`src/rtl/invader_pkg.sv`:
```
`default_nettype none
// ============================================================================
// Module      : invader_pkg
// Description : Shared types, default geometry and width helpers for the
//               invader formation controller.
// Revision    : 1.0 - initial release
// ============================================================================
package invader_pkg;

    // Formation controller states
    typedef enum logic [1:0] {
        IDLE    = 2'd0,
        MARCH   = 2'd1,
        LANDED  = 2'd2,
        CLEARED = 2'd3
    } formation_state_t;

    // Index width for a range of n values, never narrower than one bit
    function automatic int clog2_min1(input int n);
        return (n <= 2) ? 1 : $clog2(n);
    endfunction

    // Default geometry and the widths derived from it
    localparam int DEF_COLS    = 8;
    localparam int DEF_ROWS    = 3;
    localparam int DEF_FIELD_W = 20;
    localparam int DEF_FIELD_H = 8;
    localparam int DEF_COL_W   = clog2_min1(DEF_COLS);
    localparam int DEF_ROW_W   = clog2_min1(DEF_ROWS);
    localparam int DEF_X_W     = clog2_min1(DEF_FIELD_W);
    localparam int DEF_Y_W     = clog2_min1(DEF_FIELD_H);

endpackage
`default_nettype wire

```
`src/rtl/invader_extent.sv`:
```
`default_nettype none
// ============================================================================
// Module      : invader_extent
// Description : Combinational extent of the alive bitmap: leftmost and
//               rightmost occupied columns, bottom occupied row, any-alive.
// Revision    : 1.0 - initial release
// ============================================================================
module invader_extent
    import invader_pkg::*;
#(
    parameter int COLS = DEF_COLS,
    parameter int ROWS = DEF_ROWS,
    localparam int CW  = clog2_min1(COLS),
    localparam int RW  = clog2_min1(ROWS)
) (
    input  logic [ROWS*COLS-1:0] alive_i,
    output logic [CW-1:0]        lc_o,
    output logic [CW-1:0]        rc_o,
    output logic [RW-1:0]        br_o,
    output logic                 any_alive_o
);

    logic [COLS-1:0] col_any;
    logic [ROWS-1:0] row_any;

    // Fold the bitmap into per-column and per-row occupancy
    always_comb begin
        col_any = '0;
        row_any = '0;
        for (int r = 0; r < ROWS; r++) begin
            for (int c = 0; c < COLS; c++) begin
                if (alive_i[r*COLS+c]) begin
                    col_any[c] = 1'b1;
                    row_any[r] = 1'b1;
                end
            end
        end
    end

    // Priority-pick the outermost occupied column on each side and the bottom row
    always_comb begin
        lc_o = '0;
        for (int c = COLS - 1; c >= 0; c--) begin
            if (col_any[c]) lc_o = CW'(c);
        end
        rc_o = '0;
        for (int c = 0; c < COLS; c++) begin
            if (col_any[c]) rc_o = CW'(c);
        end
        br_o = '0;
        for (int r = 0; r < ROWS; r++) begin
            if (row_any[r]) br_o = RW'(r);
        end
        any_alive_o = |alive_i;
    end

endmodule
`default_nettype wire

```
`src/rtl/invader_formation.sv`:
```
`default_nettype none
// ============================================================================
// Module      : invader_formation
// Description : ROWS x COLS invader formation: alive bitmap, stepped march
//               across a FIELD_W x FIELD_H grid, bullet collision, wave
//               clear and landing detection.
//               Optional macro INVADER_SPEEDUP_EN shortens the step period
//               as invaders are destroyed (registered popcount).
// Revision    : 1.0 - initial release
// ============================================================================
module invader_formation
    import invader_pkg::*;
#(
    parameter int COLS     = 8,
    parameter int ROWS     = 3,
    parameter int FIELD_W  = 20,
    parameter int FIELD_H  = 8,
    parameter int STEP_DIV = 1000000,
    parameter int MIN_DIV  = 100000,
    localparam int XW      = clog2_min1(FIELD_W),
    localparam int YW      = clog2_min1(FIELD_H),
    localparam int CW      = clog2_min1(COLS),
    localparam int RW      = clog2_min1(ROWS)
) (
    input  logic                 clk,
    input  logic                 reset,
    input  logic                 start,
    input  logic                 bullet_valid,
    input  logic [XW-1:0]        bullet_x,
    input  logic [YW-1:0]        bullet_y,
    output logic [ROWS*COLS-1:0] alive,
    output logic [XW-1:0]        pos_x,
    output logic [YW-1:0]        pos_y,
    output logic                 dir,
    output logic                 hit,
    output logic [CW-1:0]        hit_col,
    output logic [RW-1:0]        hit_row,
    output logic                 wave_clear,
    output logic                 landed,
    output logic                 marching
);

    localparam int N  = ROWS * COLS;
    localparam int PW = clog2_min1(STEP_DIV + 1);

    // The speed-up period interpolates between MIN_DIV and STEP_DIV
    if (MIN_DIV < 1 || MIN_DIV > STEP_DIV) begin : g_div_check
        $error("invader_formation: MIN_DIV must lie in 1..STEP_DIV");
    end

    formation_state_t state_q;
    logic [N-1:0]     alive_q;
    logic [XW-1:0]    pos_x_q;
    logic [YW-1:0]    pos_y_q;
    logic             dir_q;
    logic             hit_q;
    logic [CW-1:0]    hit_col_q;
    logic [RW-1:0]    hit_row_q;
    logic             wave_clear_q;
    logic             landed_q;
    logic [PW-1:0]    cnt_q;
    logic [PW-1:0]    cnt_d;
    logic [PW-1:0]    period;

    logic [CW-1:0]    lc;
    logic [CW-1:0]    rc;
    logic [RW-1:0]    br;
    logic             any_alive;

    logic             step_w;
    logic             drop_w;
    logic             land_w;
    logic             hit_w;
    logic             clear_w;
    logic [CW-1:0]    hit_c;
    logic [RW-1:0]    hit_r;
    logic [N-1:0]     hit_mask;
    logic signed [31:0] rel_c;
    logic signed [31:0] rel_r;

    // Edge and landing decisions always look at the pre-clear bitmap
    invader_extent #(
        .COLS (COLS),
        .ROWS (ROWS)
    ) u_extent (
        .alive_i     (alive_q),
        .lc_o        (lc),
        .rc_o        (rc),
        .br_o        (br),
        .any_alive_o (any_alive)
    );

`ifdef INVADER_SPEEDUP_EN
    localparam int PCW = clog2_min1(N + 1);

    logic [PCW-1:0] popcnt_q;
    logic [PW-1:0]  period_q;
    logic [PW-1:0]  period_d;
    logic [63:0]    scaled;

    // Registered popcount; the period lags the bitmap by one cycle
    always_ff @(posedge clk or negedge reset) begin
        if (!reset) popcnt_q <= '0;
        else        popcnt_q <= PCW'($countones(alive_q));
    end

    // Linear interpolation over the constant formation size
    always_comb begin
        scaled   = 64'(STEP_DIV - MIN_DIV) * 64'(popcnt_q);
        period_d = PW'(64'(MIN_DIV) + scaled / 64'(N));
    end

    // Period only changes at a wrap so a running count is never cut short
    always_ff @(posedge clk or negedge reset) begin
        if (!reset)                 period_q <= PW'(STEP_DIV);
        else if (start)             period_q <= PW'(STEP_DIV);
        else if (step_w)            period_q <= period_d;
    end

    assign period = period_q;
`else
    assign period = PW'(STEP_DIV);
`endif

    // Step timing: wrap at period-1 while marching
    always_comb begin
        step_w = (state_q == MARCH) && any_alive && (cnt_q == period - 1'b1);
        cnt_d  = step_w ? '0 : cnt_q + 1'b1;
    end

    // Drop when the outermost live column in the travel direction is at the wall
    always_comb begin
        if (dir_q) drop_w = (32'(pos_x_q) + 32'(lc)) == 32'd0;
        else       drop_w = (32'(pos_x_q) + 32'(rc)) == 32'(FIELD_W - 1);
        land_w = (32'(pos_y_q) + 32'd1 + 32'(br)) == 32'(FIELD_H - 1);
    end

    // Collision against the pre-step position and pre-clear bitmap
    always_comb begin
        hit_w    = 1'b0;
        hit_c    = '0;
        hit_r    = '0;
        hit_mask = '0;
        rel_c    = $signed(32'(bullet_x)) - $signed(32'(pos_x_q));
        rel_r    = $signed(32'(bullet_y)) - $signed(32'(pos_y_q));
        if (state_q == MARCH && bullet_valid) begin
            for (int r = 0; r < ROWS; r++) begin
                for (int c = 0; c < COLS; c++) begin
                    if (rel_r == r && rel_c == c && alive_q[r*COLS+c]) begin
                        hit_w              = 1'b1;
                        hit_c              = CW'(c);
                        hit_r              = RW'(r);
                        hit_mask[r*COLS+c] = 1'b1;
                    end
                end
            end
        end
        clear_w = hit_w && ((alive_q & ~hit_mask) == '0);
    end

    // Formation FSM: start reinitialises from any state; clear beats step and landing
    always_ff @(posedge clk or negedge reset) begin
        if (!reset) begin
            state_q      <= IDLE;
            alive_q      <= '0;
            pos_x_q      <= '0;
            pos_y_q      <= '0;
            dir_q        <= 1'b0;
            hit_q        <= 1'b0;
            hit_col_q    <= '0;
            hit_row_q    <= '0;
            wave_clear_q <= 1'b0;
            landed_q     <= 1'b0;
            cnt_q        <= '0;
        end else begin
            hit_q <= 1'b0;
            if (start) begin
                state_q      <= MARCH;
                alive_q      <= '1;
                pos_x_q      <= '0;
                pos_y_q      <= '0;
                dir_q        <= 1'b0;
                cnt_q        <= '0;
                wave_clear_q <= 1'b0;
                landed_q     <= 1'b0;
            end else begin
                case (state_q)
                    MARCH: begin
                        cnt_q <= cnt_d;
                        if (hit_w) begin
                            alive_q   <= alive_q & ~hit_mask;
                            hit_q     <= 1'b1;
                            hit_col_q <= hit_c;
                            hit_row_q <= hit_r;
                        end
                        if (clear_w) begin
                            state_q      <= CLEARED;
                            wave_clear_q <= 1'b1;
                        end else if (step_w) begin
                            if (drop_w) begin
                                pos_y_q <= pos_y_q + 1'b1;
                                dir_q   <= ~dir_q;
                                if (land_w) begin
                                    state_q  <= LANDED;
                                    landed_q <= 1'b1;
                                end
                            end else if (dir_q) begin
                                pos_x_q <= pos_x_q - 1'b1;
                            end else begin
                                pos_x_q <= pos_x_q + 1'b1;
                            end
                        end
                    end
                    default: begin
                        state_q <= state_q;
                    end
                endcase
            end
        end
    end

    assign alive      = alive_q;
    assign pos_x      = pos_x_q;
    assign pos_y      = pos_y_q;
    assign dir        = dir_q;
    assign hit        = hit_q;
    assign hit_col    = hit_col_q;
    assign hit_row    = hit_row_q;
    assign wave_clear = wave_clear_q;
    assign landed     = landed_q;
    assign marching   = (state_q == MARCH);

endmodule
`default_nettype wire

```
`config.mk`:
```
export PLATFORM = sky130hd
export DESIGN_NAME = invader_formation
export DESIGN_NICKNAME = d
export VERILOG_FILES = /design/src/rtl/invader_pkg.sv /design/src/rtl/invader_extent.sv /design/src/rtl/invader_formation.sv
export SDC_FILE = /design/constraint.sdc
export NUM_CORES = 1
export LEC_CHECK = 0
export BUFFER_PORTS_ARGS = -buffer_cell sky130_fd_sc_hd__buf_2
export CAP_MARGIN = 20
export CORE_MARGIN = 10
export CORE_UTILIZATION = 64
export DETAILED_ROUTE_END_ITERATION = 6
export GPL_TIMING_DRIVEN = 0
export HOLD_SLACK_MARGIN = 0.05
export PLACE_DENSITY = 0.86
export SLEW_MARGIN = 10
export SYNTH_ARGS = -nofsm -noshare
export SYNTH_HDL_FRONTEND = slang
export SYNTH_SLANG_ARGS = --single-unit
```
`constraint.sdc`:
```
create_clock -name clk -period 8.11 [get_ports clk]
set_input_delay 0 -clock clk [delete_from_list [all_inputs] [get_ports clk]]
set_output_delay 0 -clock clk [all_outputs]
set_load 0.02 [all_outputs]
```
==> impl_results.md <==
* Synth Area in Adders at 8.41%
* Hold Startpoint: start
* Post-DP HPWL at 11400 um
* Hold_buf cts at 1
* Worst setup EP type: register
* Ys async rst share at 100%
* Setup violators final at 0
* Fin. Hold Viols at 0
* Commonest cells in the netlist: dfrtp_1 (63), nand2_1 (52), nor2_1 (51), inv_1 (34), a21oi_1 (28)
* # rows at 30
* HP Class: in -> reg
* Post_cts resized at 0
* Post-DRT Antenna Nets at 0
* Maximum clock rate at 212 MHz
* Clock power share at 34.8%
* Largest area contributor in the netlist: dfrtp_1
* CP bufs+invs at 4
* Net Count, Synth at 569
* # clock sinks at 63
* Die Wd at 104 um
* Setup Skew at 0.0133 ns
* Diode count at 0
* Post-synthesis sequential area ratio at between 30% and 40%
* Largest net degree at the start of global routing at 64
* First-pass GRT wire length at 24600 um
* Worst setup path class: reg -> reg
* Slowest CP cell: o21ai_0
* Met3 Routed Length at 1750 um
* Number of max-slew violations in the final report at 0
* Gate Count Post-Synth at between 500 and 600
* Met2 WL at approximately 7000 um
* Status: complete, no violations
* Max layer used: met4
* Clock transition at the registers of the reported paths at roughly 0.08 ns
* Netlist cell types at 65
* R2R depth at 14
* Port bufs at 53
* Top Family by Delay on Critical Path: buffers and inverters
* RR Startpoint: pos_x[0]
* Sequential share of power at 44.7%
* Num ports at 54
* Max IR drop VDD at between 0.0001 and 0.00015 V
* CP Launch Type: register
* Number of flops mapped to enable cells by yosys at 0
* Crit path arrival time at between 4 and 5 ns
* Hold_ws at 0.118 ns
* Synth Area in Compound Gates at 17.7%
* Worst r2r dst: dir
* DIE AREA at between 10000 and 15000 um2
* Slew HR at 34.7%
* Flop2flop setup slack at approximately 3.4 ns
* WL per Instance at about 22 um
* Largest family of logic cells by synthesized area: simple AND/OR/NAND/NOR gates
* DRC viols at 0
* Vias in the first global route at 4754
* TritonCTS clock tree: done
* Detailed-router iteration count before antenna repair at 7
* Share of cells above drive strength 1 at 17.8%
* Post-Synth Simple-Gate Area at 25.9%
* Yosys reg bits at between 60 and 70
* Clk root buf: clkbuf_8
* Fillers at between 400 and 500
* Final Net Count at 635
* Max-cap viol count at 0
* DRT met1 WL at 5600 um
* Net Sw Frac at between 30% and 40%
* GRT Util Overall at ~28%
* Crit path required time at 8.35 ns
* Setup TNS at 0 ns
* Synth Area in XOR/XNOR at 3.46%
* Via Count at 4799
* Final Critical Period at ~4.7 ns
* Total power per unit cell area at 143 nW/um2
* Die Span Y at 104 um
* Initial antenna violation count at 0
* Top FF cell, synth: dfrtp_1
* CTS Buf Count at 9
* Core area at 6870 um2
* # Post-CTS Setup Buffers at 0
* CP max FO at 10
* Post-Syn Area at 4550 um2
* P_sw at between 0.2 and 0.25 mW
* Power Internal at 0.485 mW
* Final wirelength at 15400 um
* Synth top area cells: dfrtp_1 (35%), ha_1 (5.8%), nand2_1 (4.3%)
* Final cycle utilization of the critical path at 58.0%
* Worst-Margin Slew at between 0.9 and 1 ns
* Combinational Power Share at 20.5%
* GP Congestion at 0.972
* Leak Pwr at 2.18 nW
* Syn. warnings at 0
* Critical path, cell by cell: ha_1 > inv_1 > fa_1 > clkbuf_1 > clkbuf_1 > mux2i_1 > nor3_1 > nor3_1 > o22ai_1 > o21ai_0 > or3b_1 > buf_2 > and3_4 > mux2_4
* Unrepaired setup endpoints after global routing: no
* Top cell type's share of synthesized area at between 30% and 40%
* Hold Path Cell Cnt at 4
* Via density at between 6 and 7
* Clock Path Buffers at 2
* Most common cell in the synthesized netlist: dfrtp_1
* Worst path max stage delay at between 0.5 and 0.6 ns
* Avg Cell Area, Syn at 8.59 um2
* Worst skew pair latency at 0.36 ns
* Final global-route overflow total at 0
* Violation count after the first detailed-route iteration at between 600 and 700
* Initial core utilization at 66.2%
* Post-synthesis mux area share at 5.11%
* Layout area overhead at 12.8%
* Crit. path cell count at 14
* H-tree depth at 3
* Hold Path Sink: landed
-- worst max-delay path by stage --
stage,startpoint,to,slack (ns)
final,pos_x[0],dir,3.40
after global routing,pos_x[0],dir,3.22
after CTS,pos_x[0],dir,3.53
after detailed placement,pos_x[0],dir,3.57
after global placement,pos_x[0],dir,3.64
after floorplan,pos_x[0],dir,3.93
-- sequential cells by signal, summed over array words and instances, names as in the netlist --
register	flops
alive	24
cnt_q	20
dir	1
hit	1
hit_col	3
hit_row	2
landed	1
pos_x	5
pos_y	3
state_q	2
wave_clear	1
-- area by class of cell --
class                      count  area, um2  area share [%]
clock buffer                   9        124            2.41
multi-input combinational    412       2760            53.7
buffer                        20       83.8            1.63
sequential                    63       1580            30.7
tap                           96        120            2.34
inverter                      35        131            2.56
clock inverter                 7       57.6            1.12
timing repair buffer          55        283            5.51
-- stage by stage --
stage	setup slack (ns)	area [um2]	instances	utilization, %	power [mW]
3_3_place_gp	3.64	4940	679	71.9	0.474
3_5_place_dp	3.57	4940	679	71.9	0.479
2_1_floorplan	3.93	4550	530	-	0.430
5_1_grt	3.22	5130	697	74.8	0.761
4_1_cts	3.53	5130	696	74.7	0.729
6_report	3.40	5130	697	74.8	0.733
-- worst reg2reg max path, cell delays in order, from the launching register on --
cell and delay [ns]:
dfrtp_1 0.52, ha_1 0.24, inv_1 0.06, fa_1 0.47, clkbuf_1 0.35, clkbuf_1 0.50, mux2i_1 0.37, nor3_1 0.10
nor3_1 0.33, o22ai_1 0.14, o21ai_0 0.54, or3b_1 0.23, buf_2 0.19, and3_4 0.24, mux2_4 0.31
-- logic make-up (layout without fill, tap and decap cells) --
logic type | after synthesis | after routing
fa+ha+maj | 27 | 27
compound gates | 122 | 122
buf+inv | 55 | 126
xor+xnor | 18 | 18
flops | 63 | 63
mux | 19 | 19
simple gates | 226 | 226
-- routing by layer --
layer	vias to the layer above	GRT usage, %
li1	2056	-
met1	2269	32.4
met2	373	45.3
met3	101	6.88
met4	0	15.8
met5	-	1.43
-- power groups by stage --
stage	clock network [mW]	logic, mW	registers, mW
final	0.255	0.150	0.328
after global routing	0.271	0.162	0.329
after CTS	0.255	0.147	0.327
after detailed placement	0	0.145	0.333
after global placement	0	0.141	0.333
after floorplan	0	0.0912	0.339
-- cells in the final DEF, fill, tap and decap left out, types with 6 or more instances in the layout --
master and instances:
a2111oi_0 6, a21o_1 6, a21oi_1 28, a31oi_1 11, buf_2 53, clkbuf_1 17
clkbuf_8 9, dfrtp_1 63, fa_1 6, ha_1 21, inv_1 34, mux2_2 6
mux2i_1 9, nand2_1 52, nand2b_1 16, nand3_1 15, nand4_1 8, nor2_1 51
nor2b_1 9, nor3_1 12, nor4_1 13, o21ai_0 24, o22ai_1 7, o31ai_1 7
or2_2 14, or3_1 12, xor2_1 13
(Power assumes the default switching activity.)
